**src/rtl/rtc_pkg.sv**
```systemverilog
// Shared register table, init constants and state encodings for the RTC access sequencer.
// Table index = register-table index: 0..8 time/timer registers, 9 command, 10 status.
package rtc_pkg;

    localparam logic [3:0] IDX_LAST_TIME = 4'd8;
    localparam logic [3:0] IDX_STATUS    = 4'd10;

    localparam logic [0:10][7:0] RTC_ADDR = {
        8'h21, 8'h22, 8'h23, 8'h24, 8'h25, 8'h26,
        8'h41, 8'h42, 8'h43,
        8'hF0,
        8'h02
    };

    localparam logic [7:0] INIT_VAL = 8'h10;
    localparam logic [7:0] ZERO_VAL = 8'h00;

    typedef enum logic [2:0] {
        PHY_IDLE,
        PHY_ADR,
        PHY_GAP1,
        PHY_DAT,
        PHY_GAP2
    } phy_state_t;

    typedef enum logic [1:0] {
        SCH_INIT0,
        SCH_INIT1,
        SCH_RUN
    } sched_state_t;

    typedef enum logic [1:0] {
        ACC_INIT,
        ACC_USER,
        ACC_SWEEP
    } acc_kind_t;

endpackage

```
**src/rtl/rtc_bus_phy.sv**
```systemverilog
// One RTC bus access: address phase, gap, data phase, gap, each T_PHASE cycles (4*T_PHASE total).
// Takes i_start only while idle; o_dat_end marks the last data-phase cycle, o_done the last gap cycle.
module rtc_bus_phy
    import rtc_pkg::*;
#(
    parameter int T_PHASE = 10
) (
    input  logic       clk,
    input  logic       reset_n,
    input  logic       i_start,
    input  logic       i_rnw,
    input  logic [7:0] i_addr,
    input  logic [7:0] i_data,
    output logic       o_idle,
    output logic       o_dat_end,
    output logic       o_done,
    output logic [7:0] o_ad_out,
    output logic       o_ad_oe,
    output logic       o_cs_n,
    output logic       o_rd_n,
    output logic       o_wr_n,
    output logic       o_a_d
);

    localparam int             CW      = (T_PHASE > 1) ? $clog2(T_PHASE) : 1;
    localparam logic [CW-1:0]  PH_LAST = CW'(T_PHASE - 1);

    phy_state_t    r_state;
    phy_state_t    w_next;
    logic [CW-1:0] r_cnt;
    logic          r_rnw;
    logic [7:0]    r_addr;
    logic [7:0]    r_data;
    logic          w_phase_end;

    assign w_phase_end = (r_cnt == '0);

    always_ff @(posedge clk or negedge reset_n) begin
        if (!reset_n) begin
            r_state <= PHY_IDLE;
            r_cnt   <= '0;
            r_rnw   <= 1'b0;
            r_addr  <= 8'h00;
            r_data  <= 8'h00;
        end else begin
            r_state <= w_next;
            // Reload on every phase change so each phase lasts exactly T_PHASE cycles.
            if (r_state != w_next) begin
                r_cnt <= PH_LAST;
            end else if (!w_phase_end) begin
                r_cnt <= r_cnt - 1'b1;
            end
            if (r_state == PHY_IDLE && i_start) begin
                r_rnw  <= i_rnw;
                r_addr <= i_addr;
                r_data <= i_data;
            end
        end
    end

    always_comb begin
        w_next = r_state;
        case (r_state)
            PHY_IDLE: if (i_start)     w_next = PHY_ADR;
            PHY_ADR:  if (w_phase_end) w_next = PHY_GAP1;
            PHY_GAP1: if (w_phase_end) w_next = PHY_DAT;
            PHY_DAT:  if (w_phase_end) w_next = PHY_GAP2;
            PHY_GAP2: if (w_phase_end) w_next = PHY_IDLE;
            default:                   w_next = PHY_IDLE;
        endcase
    end

    always_comb begin
        o_cs_n   = 1'b1;
        o_rd_n   = 1'b1;
        o_wr_n   = 1'b1;
        o_a_d    = 1'b0;
        o_ad_oe  = 1'b0;
        o_ad_out = 8'h00;
        case (r_state)
            PHY_ADR: begin
                o_cs_n   = 1'b0;
                o_wr_n   = 1'b0;
                o_ad_oe  = 1'b1;
                o_ad_out = r_addr;
            end
            PHY_DAT: begin
                o_cs_n = 1'b0;
                o_a_d  = 1'b1;
                if (r_rnw) begin
                    o_rd_n = 1'b0;
                end else begin
                    o_wr_n   = 1'b0;
                    o_ad_oe  = 1'b1;
                    o_ad_out = r_data;
                end
            end
            default: ;
        endcase
    end

    assign o_idle    = (r_state == PHY_IDLE);
    assign o_dat_end = (r_state == PHY_DAT)  && w_phase_end;
    assign o_done    = (r_state == PHY_GAP2) && w_phase_end;

endmodule

```
**src/rtl/rtc_access_sequencer.sv**
```systemverilog
// RTC bus master: init writes, periodic 9-register shadow sweep, user writes slotted between sweep reads.
// Decisions made only when the bus PHY is idle; wr_req is held by the requester until the wr_ack pulse.
module rtc_access_sequencer
    import rtc_pkg::*;
#(
    parameter int T_PHASE     = 10,
    parameter int REFRESH_DIV = 50_000_000
) (
    input  logic        clk,
    input  logic        reset_n,
    input  logic        wr_req,
    input  logic [3:0]  wr_idx,
    input  logic [7:0]  wr_data,
    output logic        wr_ack,
    input  logic [7:0]  ad_in,
    output logic [7:0]  ad_out,
    output logic        ad_oe,
    output logic        cs_n,
    output logic        rd_n,
    output logic        wr_n,
    output logic        a_d,
    output logic [71:0] rtc_regs,
    output logic        sweep_done,
    output logic        busy
);

    localparam int            RW       = $clog2(REFRESH_DIV + 1);
    localparam logic [RW-1:0] REF_LAST = RW'(REFRESH_DIV - 1);

    sched_state_t  r_sched;
    sched_state_t  w_sched_next;
    logic [RW-1:0] r_ref_cnt;
    logic          r_sweep_act;
    logic          r_sweep_pend;
    logic [3:0]    r_sweep_idx;
    acc_kind_t     r_cur_kind;
    logic [3:0]    r_cur_idx;
    logic          r_wr_ack;
    logic          r_sweep_done;
    logic [71:0]   r_rtc_regs;

    logic          w_idle;
    logic          w_dat_end;
    logic          w_done;
    logic          w_tick;
    logic          w_start;
    logic          w_rnw;
    logic [7:0]    w_addr;
    logic [7:0]    w_data;
    logic          w_grant_sweep;
    logic          w_ack_null;
    acc_kind_t     w_kind;
    logic [3:0]    w_idx;

    rtc_bus_phy #(.T_PHASE(T_PHASE)) u_phy (
        .clk       (clk),
        .reset_n   (reset_n),
        .i_start   (w_start),
        .i_rnw     (w_rnw),
        .i_addr    (w_addr),
        .i_data    (w_data),
        .o_idle    (w_idle),
        .o_dat_end (w_dat_end),
        .o_done    (w_done),
        .o_ad_out  (ad_out),
        .o_ad_oe   (ad_oe),
        .o_cs_n    (cs_n),
        .o_rd_n    (rd_n),
        .o_wr_n    (wr_n),
        .o_a_d     (a_d)
    );

    always_ff @(posedge clk or negedge reset_n) begin
        if (!reset_n) r_sched <= SCH_INIT0;
        else          r_sched <= w_sched_next;
    end

    always_comb begin
        w_sched_next = r_sched;
        case (r_sched)
            SCH_INIT0: if (w_done) w_sched_next = SCH_INIT1;
            SCH_INIT1: if (w_done) w_sched_next = SCH_RUN;
            default:               w_sched_next = SCH_RUN;
        endcase
    end

    always_comb begin
        w_start       = 1'b0;
        w_rnw         = 1'b0;
        w_addr        = 8'h00;
        w_data        = 8'h00;
        w_grant_sweep = 1'b0;
        w_ack_null    = 1'b0;
        w_kind        = ACC_INIT;
        w_idx         = IDX_STATUS;
        if (w_idle) begin
            case (r_sched)
                SCH_INIT0: begin
                    w_start = 1'b1;
                    w_addr  = RTC_ADDR[IDX_STATUS];
                    w_data  = INIT_VAL;
                end
                SCH_INIT1: begin
                    w_start = 1'b1;
                    w_addr  = RTC_ADDR[IDX_STATUS];
                    w_data  = ZERO_VAL;
                end
                default: begin
                    // r_wr_ack masks the request still held in the cycle the ack is visible.
                    if (wr_req && !r_wr_ack) begin
                        if (wr_idx > IDX_STATUS) begin
                            w_ack_null = 1'b1;
                        end else begin
                            w_start = 1'b1;
                            w_addr  = RTC_ADDR[wr_idx];
                            w_data  = wr_data;
                            w_kind  = ACC_USER;
                            w_idx   = wr_idx;
                        end
                    end else if (r_sweep_act || r_sweep_pend) begin
                        w_start       = 1'b1;
                        w_rnw         = 1'b1;
                        w_addr        = RTC_ADDR[r_sweep_idx];
                        w_grant_sweep = 1'b1;
                        w_kind        = ACC_SWEEP;
                        w_idx         = r_sweep_idx;
                    end
                end
            endcase
        end
    end

    assign w_tick = (r_sched == SCH_RUN) && (r_ref_cnt == REF_LAST);

    always_ff @(posedge clk or negedge reset_n) begin
        if (!reset_n) begin
            r_ref_cnt    <= '0;
            r_sweep_act  <= 1'b0;
            r_sweep_pend <= 1'b0;
            r_sweep_idx  <= 4'd0;
            r_cur_kind   <= ACC_INIT;
            r_cur_idx    <= IDX_STATUS;
            r_wr_ack     <= 1'b0;
            r_sweep_done <= 1'b0;
            r_rtc_regs   <= '0;
        end else begin
            r_wr_ack     <= w_ack_null || (w_dat_end && r_cur_kind == ACC_USER);
            r_sweep_done <= w_dat_end && r_cur_kind == ACC_SWEEP && r_cur_idx == IDX_LAST_TIME;

            if (w_start) begin
                r_cur_kind <= w_kind;
                r_cur_idx  <= w_idx;
            end

            if (r_sched != SCH_RUN || w_tick) r_ref_cnt <= '0;
            else                              r_ref_cnt <= r_ref_cnt + 1'b1;

            // A tick that lands while a sweep is running is simply lost.
            if (w_grant_sweep)                  r_sweep_pend <= 1'b0;
            else if (w_tick && !r_sweep_act)    r_sweep_pend <= 1'b1;

            if (w_grant_sweep) r_sweep_act <= 1'b1;

            if (w_dat_end && r_cur_kind == ACC_SWEEP) begin
                if (r_cur_idx == IDX_LAST_TIME) begin
                    r_sweep_act <= 1'b0;
                    r_sweep_idx <= 4'd0;
                end else begin
                    r_sweep_idx <= r_sweep_idx + 1'b1;
                end
            end

            if (w_dat_end && r_cur_idx <= IDX_LAST_TIME) begin
                if (r_cur_kind == ACC_SWEEP)
                    r_rtc_regs[{r_cur_idx, 3'b000} +: 8] <= ad_in;
                else if (r_cur_kind == ACC_USER)
                    r_rtc_regs[{r_cur_idx, 3'b000} +: 8] <= wr_data;
            end
        end
    end

    assign wr_ack     = r_wr_ack;
    assign sweep_done = r_sweep_done;
    assign rtc_regs   = r_rtc_regs;
    assign busy       = !w_idle;

endmodule

```
**config.mk**
```make
export PLATFORM = sky130hd
export DESIGN_NAME = rtc_access_sequencer
export DESIGN_NICKNAME = d
export VERILOG_FILES = /design/src/rtl/rtc_pkg.sv /design/src/rtl/rtc_bus_phy.sv /design/src/rtl/rtc_access_sequencer.sv
export SDC_FILE = /design/constraint.sdc
export NUM_CORES = 1
export LEC_CHECK = 0
export BUFFER_PORTS_ARGS = -buffer_cell sky130_fd_sc_hd__buf_2
export CAP_MARGIN = 25
export CORE_MARGIN = 5
export CORE_UTILIZATION = 51
export DETAILED_ROUTE_END_ITERATION = 6
export PLACE_DENSITY_LB_ADDON = 0.25
export RECOVER_POWER = 100
export SLEW_MARGIN = 20
export SYNTH_ARGS = -nofsm -noshare
export SYNTH_HDL_FRONTEND = slang
export SYNTH_SLANG_ARGS = --single-unit
```
**constraint.sdc**
```tcl
create_clock -name clk -period 2.6 [get_ports clk]
set_clock_uncertainty 0.15 [all_clocks]
set_input_delay 0.13 -clock clk [delete_from_list [all_inputs] [get_ports clk]]
set_output_delay 0.13 -clock clk [all_outputs]
set_load 0.01 [all_outputs]
```
==> results of run 1 <==
## worst reg2reg max path, cell delays in order, from the launching register on
cell and delay [ns]:
dfstp_2 0.39, inv_1 0.14, ha_2 0.30, nand2b_1 0.12
a2111oi_4 0.41, nor2b_1 0.22, nand2_1 0.25, mux2_2 0.35
## cell families (layout without fill, tap and decap cells)
group | Yosys count | after routing
AND/OR/NAND/NOR | 231 | 231
flip-flops | 135 | 135
AO/OA/AOI/OAI | 93 | 93
buffers and inverters | 47 | 205
XOR/XNOR | 29 | 29
adder cells (fa/ha/maj) | 16 | 16
multiplexers | 62 | 62
## per-layer routing
layer / vias to the layer above / share of wire [%] / GRT usage [%]
li1: 2439 / - / -
met1: 2575 / 45 / 30.5
met2: 170 / 47 / 35.5
met3: 26 / 6.2 / 5.62
met4: 0 / 1.8 / 7.42
met5: - / 0 / 0
## layout make-up
cell class	count	area (µm²)	area share, %
sequential	135	3380	42.7
multi-input combinational	431	2910	36.8
timing repair buffer	153	800	10.1
clock buffer	22	444	5.61
tap	172	215	2.72
inverter	24	90.1	1.14
clock inverter	6	80.1	1.01
## flip-flops by register name (all words and copies together) (netlist names)
register / flops
rtc_regs: 72
u_phy.r_data: 8
wr_ack: 1
r_sched: 2
r_sweep_act: 1
u_phy.r_state: 3
r_cur_idx: 4
r_sweep_pend: 1
sweep_done: 1
r_sweep_idx: 4
r_ref_cnt: 26
u_phy.r_cnt: 4
u_phy.r_addr: 6
r_cur_kind: 2
## power breakdown
part,internal [W],switching [W],total [W]
sequential,0.00215,0.0000319,0.00219
combinational,0.000104,0.000163,0.000267
clock,0.00138,0.000823,0.00220
## through the flow
step           utilization (%)  total power, W  hold WS, ns  area (µm²)
6_report                  63.3         0.00466       0.0285        7920
5_1_grt                   63.3         0.00483       0.0491        7920
4_1_cts                   64.2         0.00470      0.00926        8030
3_5_place_dp              59.1         0.00249       0.0530        7400
3_3_place_gp              59.1         0.00248       0.0405        7400
2_1_floorplan                -         0.00232       -0.316        6460
## cells in the final DEF, fill, tap and decap left out, drive strengths merged, types with 11 or more instances in the layout
| cell | instances |
|---|---|
| dfrtp | 133 |
| clkbuf | 115 |
| nor2 | 99 |
| buf | 49 |
| mux2 | 46 |
| nand2 | 36 |
| nand3 | 27 |
| a21oi | 25 |
| inv | 24 |
| xor2 | 21 |
| mux2i | 16 |
| ha | 16 |
| nor2b | 14 |
| o31ai | 13 |
| a22o | 12 |
| dlygate4sd3 | 11 |
## final timing paths
path,startpoint,end,slack [ns],cells after the start
worst max-delay path,r_cur_idx[1]$_DFFE_PN1P_,rtc_regs[21]$_DFFE_PN0P_,0.16,7
worst min-delay path,wr_req,wr_ack$_DFF_PN0_,0.03,3
worst max register to register,r_cur_idx[1]$_DFFE_PN1P_,rtc_regs[21]$_DFFE_PN0P_,0.16,7
worst min register to register,u_phy.r_addr[0]$_DFFE_PN0P_,u_phy.r_addr[0]$_DFFE_PN0P_,0.34,1
max in group asynchronous,reset_n,r_ref_cnt[7]$_DFF_PN0_,0.62,3
min in group asynchronous,reset_n,u_phy.r_addr[5]$_DFFE_PN0P_,0.37,2
## repair_timing
item	4_1_cts	5_1_grt
endpoints found under the setup margin	0	44
endpoints found under the hold margin	58	0
hold buffers	11	0
gates resized for setup	0	6
==> summary.md, run 1 <==
| Metric | Value |
|---|---|
| DR DRC count | 0 |
| Worst slack, placed | 0.0777 ns |
| Non-Filler Instances | 943 |
| Max-slew headroom | 15.2% |
| Slowest stage cell, crit path | a2111oi_4 |
| Worst skew pair latency | 0.42 ns |
| Setup TNS | 0 ns |
| Post-CTS setup buffer count | 0 |
| Ys Warns | 0 |
| I/O Pins | 111 |
| H-tree depth | 4 |
| Post-synthesis mux area share | 10.5% |
| Initial DRC Count | 359 |
| Dpl hpwl | 11300 µm |
| # diodes | 0 |
| Mapped Cells | 613 |
| Total of max-cap violations | 0 |
| Sink Count | 135 |
| Row cnt | 41 |
| Fin. Hold Viols | 0 |
| Overflow after GRT | 0 |
| Post-DR wirelength/cell | 17.1 µm |
| Static Leak | 3.51 nW |
| First-pass GRT wire length | 26300 µm |
| Largest net degree at the start of global routing | 62 |
| Share of layout cells above drive strength 1 | 17.8% |
| Largest family of logic cells by synthesized area | simple AND/OR/NAND/NOR gates |
| # placed instances | 904 |
| DR vias/cell | 5.52 |
| Critical Path, Cell by Cell | inv_1 -> ha_2 -> nand2b_1 -> a2111oi_4 -> nor2b_1 -> nand2_1 -> mux2_2 |
| Die height | 123 µm |
| CP required | 2.75 ns |
| Final min period | 2.44 ns |
| Clk root buf | clkbuf_16 |
| Final slew viol count | 0 |
| Die ar. | 15000 µm² |
| Worst EP arrival | 2.59 ns |
| EDFF count, synth | 0 |
| Power per cell area | 588 nW/µm² |
| Antenna-violating nets left | 0 |
| Slew @ Worst Pin | 1.27 ns |
| Top cell type by total area after synthesis | dfrtp_1 |
| Core box area | 12500 µm² |
| Reg clk slew, reported paths | 0.05 ns |
| CP delay by family, top | simple AND/OR/NAND/NOR gates |
| Most frequent cells after synthesis | dfrtp_1 (133), nor2_1 (99), mux2_2 (46), nand2_1 (34), nand3_1 (27) |
| Avg Cell Area, Syn | 10.5 µm² |
| Ratio of final minimum period to clock period | 93.9% |
| CTS Buf Count | 17 |
| CP Buf/Inv Count | 1 |
| Die X | 123 µm |
| Max Freq | 410 MHz |
| Synth Area in Compound Gates | 10.2% |
| Number of I/O port buffers | 110 |
| Status | completed |
| Mapped Area | 6460 µm² |
| Xor/xnor share of the synthesized area | 3.93% |
| Maximum fanout along the worst path | 8 |
| Bufs on Longest Clock Path | 2 |
| CTS tree | done |
| Global Route Usage Sum | 22.4% |
| Post-Synth Adder-Cell Area | 3.10% |
| Max incr delay on CP | 0.41 ns |
| Routed via count | 5210 |
| Sequential area share after synthesis | 52.3% |
| CP startpoint kind | register |
| Critical path type | reg2reg |
| Flops & latches, synth | 135 |
| Area fraction of the dominant cell type after synthesis | 51.5% |
| Dominant cells by area after synthesis | dfrtp_1 (52%), mux2_2 (8.0%), nor2_1 (5.8%) |
| Synthesis-to-layout area growth | 22.6% |
| Final setup viols | 0 |
| Asr flop ratio synth | 100% |
| Synth unique cells | 51 |
| Drt pass-1 iters | 5 |
| Simple-gate area share of the yosys netlist | 17.1% |
| DRT Wirelength | 16100 µm |
| Worst vdd ir | 0.367 mV |
| Initial Util | 51.6% |
| Final Wtd Congestion | 0.867 |
| Final WS setup | 0.159 ns |
| Dominant synthesized flop cell | dfrtp_1 |
| Hold Crit Class | in2reg |
| Most frequent cell after synthesis | dfrtp_1 |
| Layout filler cell count | 1083 |
| Number of global-route vias before repair | 5229 |
| Crit end category | register |
| Nets | 801 |
| Syn Nets | 652 |
| Initial antenna violation count | 0 |
No activity file was read; power rests on OpenSTA's default activity.
==> run 2, diff against run 1 <==
--- a/config.mk
+++ b/config.mk
@@ -8,10 +8,11 @@
 export BUFFER_PORTS_ARGS = -buffer_cell sky130_fd_sc_hd__buf_2
 export CAP_MARGIN = 25
 export CORE_MARGIN = 5
-export CORE_UTILIZATION = 51
+export CORE_UTILIZATION = 40
 export DETAILED_ROUTE_END_ITERATION = 6
 export PLACE_DENSITY_LB_ADDON = 0.25
 export RECOVER_POWER = 100
+export SETUP_SLACK_MARGIN = 0.4
 export SLEW_MARGIN = 20
 export SYNTH_ARGS = -nofsm -noshare
 export SYNTH_HDL_FRONTEND = slang
==> run 2 against run 1 <==
Net effect: non-clock buffer count increased by 12; power increased by 5.7%; utilization decreased by 10 points; die area increased by 25%; via count increased by 0.63%; sequential cell count unchanged; combinational power increased by 4%; hold slack improved by 0.031 ns; worst setup slack got worse by 0.0019 ns; clock power increased by 12%; sequential power about the same.
==> summary.md, run 2 (synthesized netlist as in run 1, its figures left out) <==
| Metric | Value |
|---|---|
| Status | completed |
| CP required | 2.75 ns |
| Setup TNS | 0 ns |
| Layout filler cell count | 1439 |
| Synthesis-to-layout area growth | 31.2% |
| # diodes | 0 |
| Fin. Hold Viols | 0 |
| Sink Count | 135 |
| Final Wtd Congestion | 0.843 |
| Die ar. | 18800 µm² |
| Area occupied by registers | 3380 µm² |
| Crit path to | rtc_regs[32]$_DFFE_PN0P_ |
| P_sw | 0.00115 W |
| Core box area | 15900 µm² |
| Max reg flops | 72 |
| Routed via count | 5243 |
| DR DRC count | 0 |
| Antenna-violating nets left | 0 |
| Sw frac | 23.3% |
| Dpl hpwl | 12200 µm |
| Most common cell after layout, fill and taps aside | dfrtp_1 |
| Power per cell area | 581 nW/µm² |
| Global Route Usage Sum | 18.7% |
| Crit path launch | u_phy.r_cnt[1]$_DFFE_PN0P_ |
| Final min period | 2.44 ns |
| Cell Int Power | 0.00378 W |
| Hold Crit Class | in2reg |
| Cell Area, Placed | 7490 µm² |
| Die X | 137 µm |
| Final slew viol count | 0 |
| DR vias/cell | 5.23 |
| Initial Util | 40.7% |
| Ratio of final minimum period to clock period | 93.9% |
| CTS Buf Count | 17 |
| H-tree depth | 4 |
| R2r startpoint | u_phy.r_cnt[1]$_DFFE_PN0P_ |
| Nets | 813 |
| Clk root buf | clkbuf_16 |
| Max Freq | 409 MHz |
| Final setup viols | 0 |
| Non-Filler Instances | 1003 |
| Unrepaired setup endpoints after global routing | yes |
| CP startpoint kind | register |
| Initial DRC Count | 386 |
| Bufs on Longest Clock Path | 2 |
| Number of global-route vias before repair | 5269 |
| Initial antenna violation count | 0 |
| Worst slack, placed | 0.0910 ns |
| Number of I/O port buffers | 110 |
| Max-slew headroom | 46.7% |
| Reg clk slew, reported paths | 0.06 ns |
| Reg2Reg Setup Slack | 0.16 ns |
| Worst EP arrival | 2.59 ns |
| Maximum fanout along the worst path | 8 |
| Share of layout cells above drive strength 1 | 23.8% |
| Most frequent cells in the layout | dfrtp_1 (133), nor2_1 (96), clkbuf_1 (90), mux2_2 (42), buf_4 (28) |
| Slew @ Worst Pin | 0.795 ns |
| Worst skew pair latency | 0.42 ns |
| Post-DR wirelength/cell | 17.7 µm |
| Row cnt | 46 |
| Worst r2r dst | rtc_regs[32]$_DFFE_PN0P_ |
| Crit end category | register |
| Largest net degree at the start of global routing | 136 |
| Seq pwr share | 44.3% |
| I/O Pins | 111 |
| Die height | 137 µm |
| Clk pwr share | 50.0% |
| CTS tree | done |
| DRT Wirelength | 17800 µm |
| Multi-input gate area | 3230 µm² |
| Total of max-cap violations | 0 |
| Final WS setup | 0.158 ns |
| Comb pwr share | 5.6% |
| Drt pass-1 iters | 5 |
| # placed instances | 949 |
| First-pass GRT wire length | 27300 µm |
| FF-to-FF path depth | 8 |
| Critical path type | reg2reg |
| Final Instance Area | 8470 µm² |
| Worst vdd ir | 0.441 mV |
| Static Leak | 3.68 nW |
| Overflow after GRT | 0 |
-- run 2: cell types whose count changed in the layout (fill, tap and decap cells not counted), moves of 4 or more --
cell	previous run	this run
clkbuf_1	94	90
mux2_2	46	42
buf_4	24	28
nand2_1	34	22
inv_6	0	5
nand3_4	0	4
o31ai_4	0	8
o31ai_1	13	4
nand2_4	0	10
-- run 2: layout make-up --
| cell class | count | area share (%) |
|---|---|---|
| multi-input combinational | 431 | 38.2 |
| tap | 216 | 3.19 |
| clock inverter | 14 | 2.02 |
| inverter | 24 | 1.06 |
| timing repair buffer | 165 | 10.6 |
| clock buffer | 18 | 5.07 |
| sequential | 135 | 39.9 |
-- run 2: what timing repair did --
action	in CTS	in global routing
hold buffers	11	0
pin swaps	0	11
gates cloned	1	2
gates resized for setup	19	68
setup endpoints to repair	95	91
buffers inserted	5	3
endpoints found under the hold margin	143	0
-- run 2: metal layers --
metal / GRT usage (%) / vias to the layer above / routed length, µm
met3: 4.78 / 16 / 914
li1: - / 2478 / -
met1: 24.9 / 2627 / 7910
met4: 5.54 / 0 / 179
met2: 30.1 / 122 / 8760
met5: 0 / - / 0
-- run 2: critical path: stages, from the launching register on --
cell       delay (ns)
dfrtp_1          0.38
inv_1            0.06
ha_1             0.17
or3b_1           0.41
a2111oi_4        0.29
nor4b_4          0.30
buf_4            0.19
nand2_8          0.08
mux2_4           0.30
-- run 2: stage by stage --
stage	utilization, %	hold WS (ns)	total power, W
5_1_grt	53.3	0.0800	0.00509
6_report	53.3	0.0591	0.00492
3_5_place_dp	47.1	0.156	0.00250
3_3_place_gp	47.1	0.149	0.00249
2_1_floorplan	-	-0.316	0.00232
4_1_cts	52.4	0.0286	0.00498
-- run 2: worst min-delay path by stage --
| stage | start | end | slack, ns | cells past startpoint |
|---|---|---|---|---|
| 2_1_floorplan | reset_n | r_cur_idx[0]$_DFFE_PN0P_ | -0.32 | 0 |
| 3_3_place_gp | reset_n | rtc_regs[31]$_DFFE_PN0P_ | 0.15 | 2 |
| 6_report | ad_in[3] | rtc_regs[3]$_DFFE_PN0P_ | 0.06 | 4 |
| 4_1_cts | ad_in[3] | rtc_regs[3]$_DFFE_PN0P_ | 0.03 | 4 |
| 5_1_grt | ad_in[5] | rtc_regs[5]$_DFFE_PN0P_ | 0.08 | 4 |
| 3_5_place_dp | reset_n | rtc_regs[28]$_DFFE_PN0P_ | 0.16 | 2 |
-- run 2: power by group through the flow --
stage | clock [W] | sequential, W | combinational (W)
after floorplan | 0 | 0.00224 | 0.0000840
after global placement | 0 | 0.00222 | 0.000269
after detailed placement | 0 | 0.00222 | 0.000277
after CTS | 0.00250 | 0.00218 | 0.000292
after global routing | 0.00260 | 0.00219 | 0.000306
final | 0.00246 | 0.00218 | 0.000277
==> run 3, diff against run 2 <==
==> constraint.sdc (replaced) <==
create_clock -name clk -period 2.6 [get_ports clk]
set_clock_uncertainty 0.15 [all_clocks]
set_input_delay 0.52 -clock clk [delete_from_list [all_inputs] [get_ports clk]]
set_output_delay 0.52 -clock clk [all_outputs]
set_load 0.01 [all_outputs]
==> run 3 against run 2 <==
Net effect: final cell count up 0.30%; utilization down 0.38 points; count of clock-buffer cells in the layout up 3; global-route usage about the same; sequential share of layout area up 0.31 points; power up 0.34%; via count up 0.51%; largest power group unchanged; worst setup slack better by 0.021 ns; largest cell class unchanged; register-to-register slack better by 0.02 ns; wire length about the same; highest routed layer unchanged; first-iteration DRC count down 39%; die area unchanged.
==> summary.md, run 3 (synthesized netlist as in run 1, its figures left out) <==
| Metric | Value |
|---|---|
| Status | completed |
| Final slew viol count | 0 |
| Initial DRC Count | 236 |
| Critical Path, Cell by Cell | inv_1 -> ha_4 -> or3b_4 -> a2111oi_4 -> nor4b_4 -> nand2_2 -> mux2_2 |
| Ratio of final minimum period to clock period | 93.1% |
| Sink Count | 135 |
| Die ar. | 18800 µm² |
| Global Route Usage Sum | 18.7% |
| Bufs on Longest Clock Path | 2 |
| Min Hold Slack | 0.205 ns |
| Max-slew headroom | 32.2% |
| Die height | 137 µm |
| Worst skew pair latency | 0.42 ns |
| First-pass GRT wire length | 27400 µm |
| Slew @ Worst Pin | 1.02 ns |
| Fin. Hold Viols | 0 |
| DR vias/cell | 5.24 |
| Hold Crit Class | in2reg |
| Most common cell after layout, fill and taps aside | dfrtp_1 |
| Max incr delay on CP | 0.39 ns |
| Die X | 137 µm |
| # diodes | 0 |
| Antenna-violating nets left | 0 |
| DR DRC count | 0 |
| CTS Buf Count | 17 |
| Largest net degree at the start of global routing | 44 |
| Crit end category | register |
| Maximum fanout along the worst path | 8 |
| CP required | 2.75 ns |
| CP startpoint kind | register |
| Final Wtd Congestion | 0.884 |
| Synthesis-to-layout area growth | 30.2% |
| Row cnt | 46 |
| Setup TNS | 0 ns |
| Post-DR wirelength/cell | 17.7 µm |
| Power per cell area | 587 nW/µm² |
| Nets | 817 |
| Most frequent cells in the layout | dfrtp_1 (131), nor2_1 (92), clkbuf_1 (88), mux2_2 (44), nand2_1 (33) |
| Worst vdd ir | 0.478 mV |
| CTS tree | done |
| Number of global-route vias before repair | 5223 |
| DRT Wirelength | 17800 µm |
| Total of max-cap violations | 0 |
| Overflow after GRT | 0 |
| Routed via count | 5270 |
| I/O Pins | 111 |
| Dpl hpwl | 12200 µm |
| Critical path type | reg2reg |
| Unrepaired setup endpoints after global routing | yes |
| Max reg flops | 72 |
| Total power | 0.00494 W |
| Share of layout cells above drive strength 1 | 26.5% |
| Slowest stage cell, crit path | or3b_4 |
| Reg clk slew, reported paths | 0.06 ns |
| # placed instances | 951 |
| Worst EP arrival | 2.57 ns |
| Initial Util | 40.7% |
| Non-Filler Instances | 1006 |
| Core box area | 15900 µm² |
| Final min period | 2.42 ns |
| Number of I/O port buffers | 110 |
| Drt pass-1 iters | 4 |
| Initial antenna violation count | 0 |
| Max Freq | 413 MHz |
| Static Leak | 3.71 nW |
| H-tree depth | 4 |
| Clk root buf | clkbuf_16 |
| Final setup viols | 0 |
## run 3: changes by cell type in the layout (fill, tap and decap cells not counted), moves of 5 or more
| cell | previous run | this run |
|---|---|---|
| a21oi_1 | 24 | 15 |
| a21oi_2 | 1 | 10 |
| buf_6 | 2 | 8 |
| dlygate4sd3_1 | 11 | 1 |
| nor2_4 | 1 | 7 |
| o31ai_4 | 8 | 0 |
| nand2_4 | 10 | 1 |
| nand2_1 | 22 | 33 |
| o31ai_1 | 4 | 9 |
## run 3: critical path: cells and delay by family (launching register included)
| kind | cells | cell delay [ns] |
|---|---|---|
| AO/OA/AOI/OAI | 1 | 0.24 |
| multiplexers | 1 | 0.33 |
| AND/OR/NAND/NOR | 3 | 0.94 |
| adder cells (fa/ha/maj) | 1 | 0.15 |
| buffers and inverters | 1 | 0.10 |
| flip-flops | 1 | 0.38 |
## run 3: cell type report
type	instances	area, µm²
clock inverter	10	146
multi-input combinational	432	3130
inverter	24	95.1
tap	216	270
clock buffer	21	470
sequential	135	3380
fill	1483	7470
timing repair buffer	168	920
## run 3: repair_timing
| action | CTS | global route |
|---|---|---|
| setup buffers | 8 | 11 |
| endpoints found under the setup margin | 77 | 84 |
| gates cloned | 3 | 1 |
| resized for setup | 32 | 62 |
| hold buffers | 1 | 0 |
| pin swaps | 2 | 7 |
| endpoints found under the hold margin | 37 | 0 |
## run 3: power by group
group / internal [W] / total (W) / switching (W)
clock: 0.00158 / 0.00249 / 0.000904
combinational: 0.0000961 / 0.000263 / 0.000167
sequential: 0.00215 / 0.00219 / 0.0000329
## run 3: worst paths after layout
path                                       startpoint  cells after the start                           to  slack [ns]
min reg2reg                  rtc_regs[42]$_DFFE_PN0P_                      2     rtc_regs[42]$_DFFE_PN0P_        0.33
max reg2reg                u_phy.r_cnt[1]$_DFFE_PN0P_                      7     rtc_regs[69]$_DFFE_PN0P_        0.18
max                        u_phy.r_cnt[1]$_DFFE_PN0P_                      7     rtc_regs[69]$_DFFE_PN0P_        0.18
min                                        wr_data[6]                      2  u_phy.r_data[6]$_DFFE_PN0P_        0.21
min in group asynchronous                     reset_n                      2       r_ref_cnt[1]$_DFF_PN0_        0.66
max in group asynchronous                     reset_n                      3     rtc_regs[55]$_DFFE_PN0P_        0.44
## run 3: per-stage QoR
step	utilization, %	instance area [µm²]	setup WS (ns)
2_1_floorplan	-	6530	0.171
3_3_place_gp	47.4	7530	0.197
3_5_place_dp	47.4	7530	0.0958
4_1_cts	52.7	8370	0.234
5_1_grt	53.0	8410	0.0438
6_report	53.0	8410	0.179
## run 3: routing by layer
metal  wire [µm]  global-route usage [%]  vias to the layer above  part of all wire, %
met5           0                       0                        -                    0
met1        7990                    25.6                     2611                   45
met2        8460                    29.1                      147                   48
met4         350                    6.32                        0                  2.0
met3         970                    4.71                       29                  5.5
li1            -                       -                     2483                    -
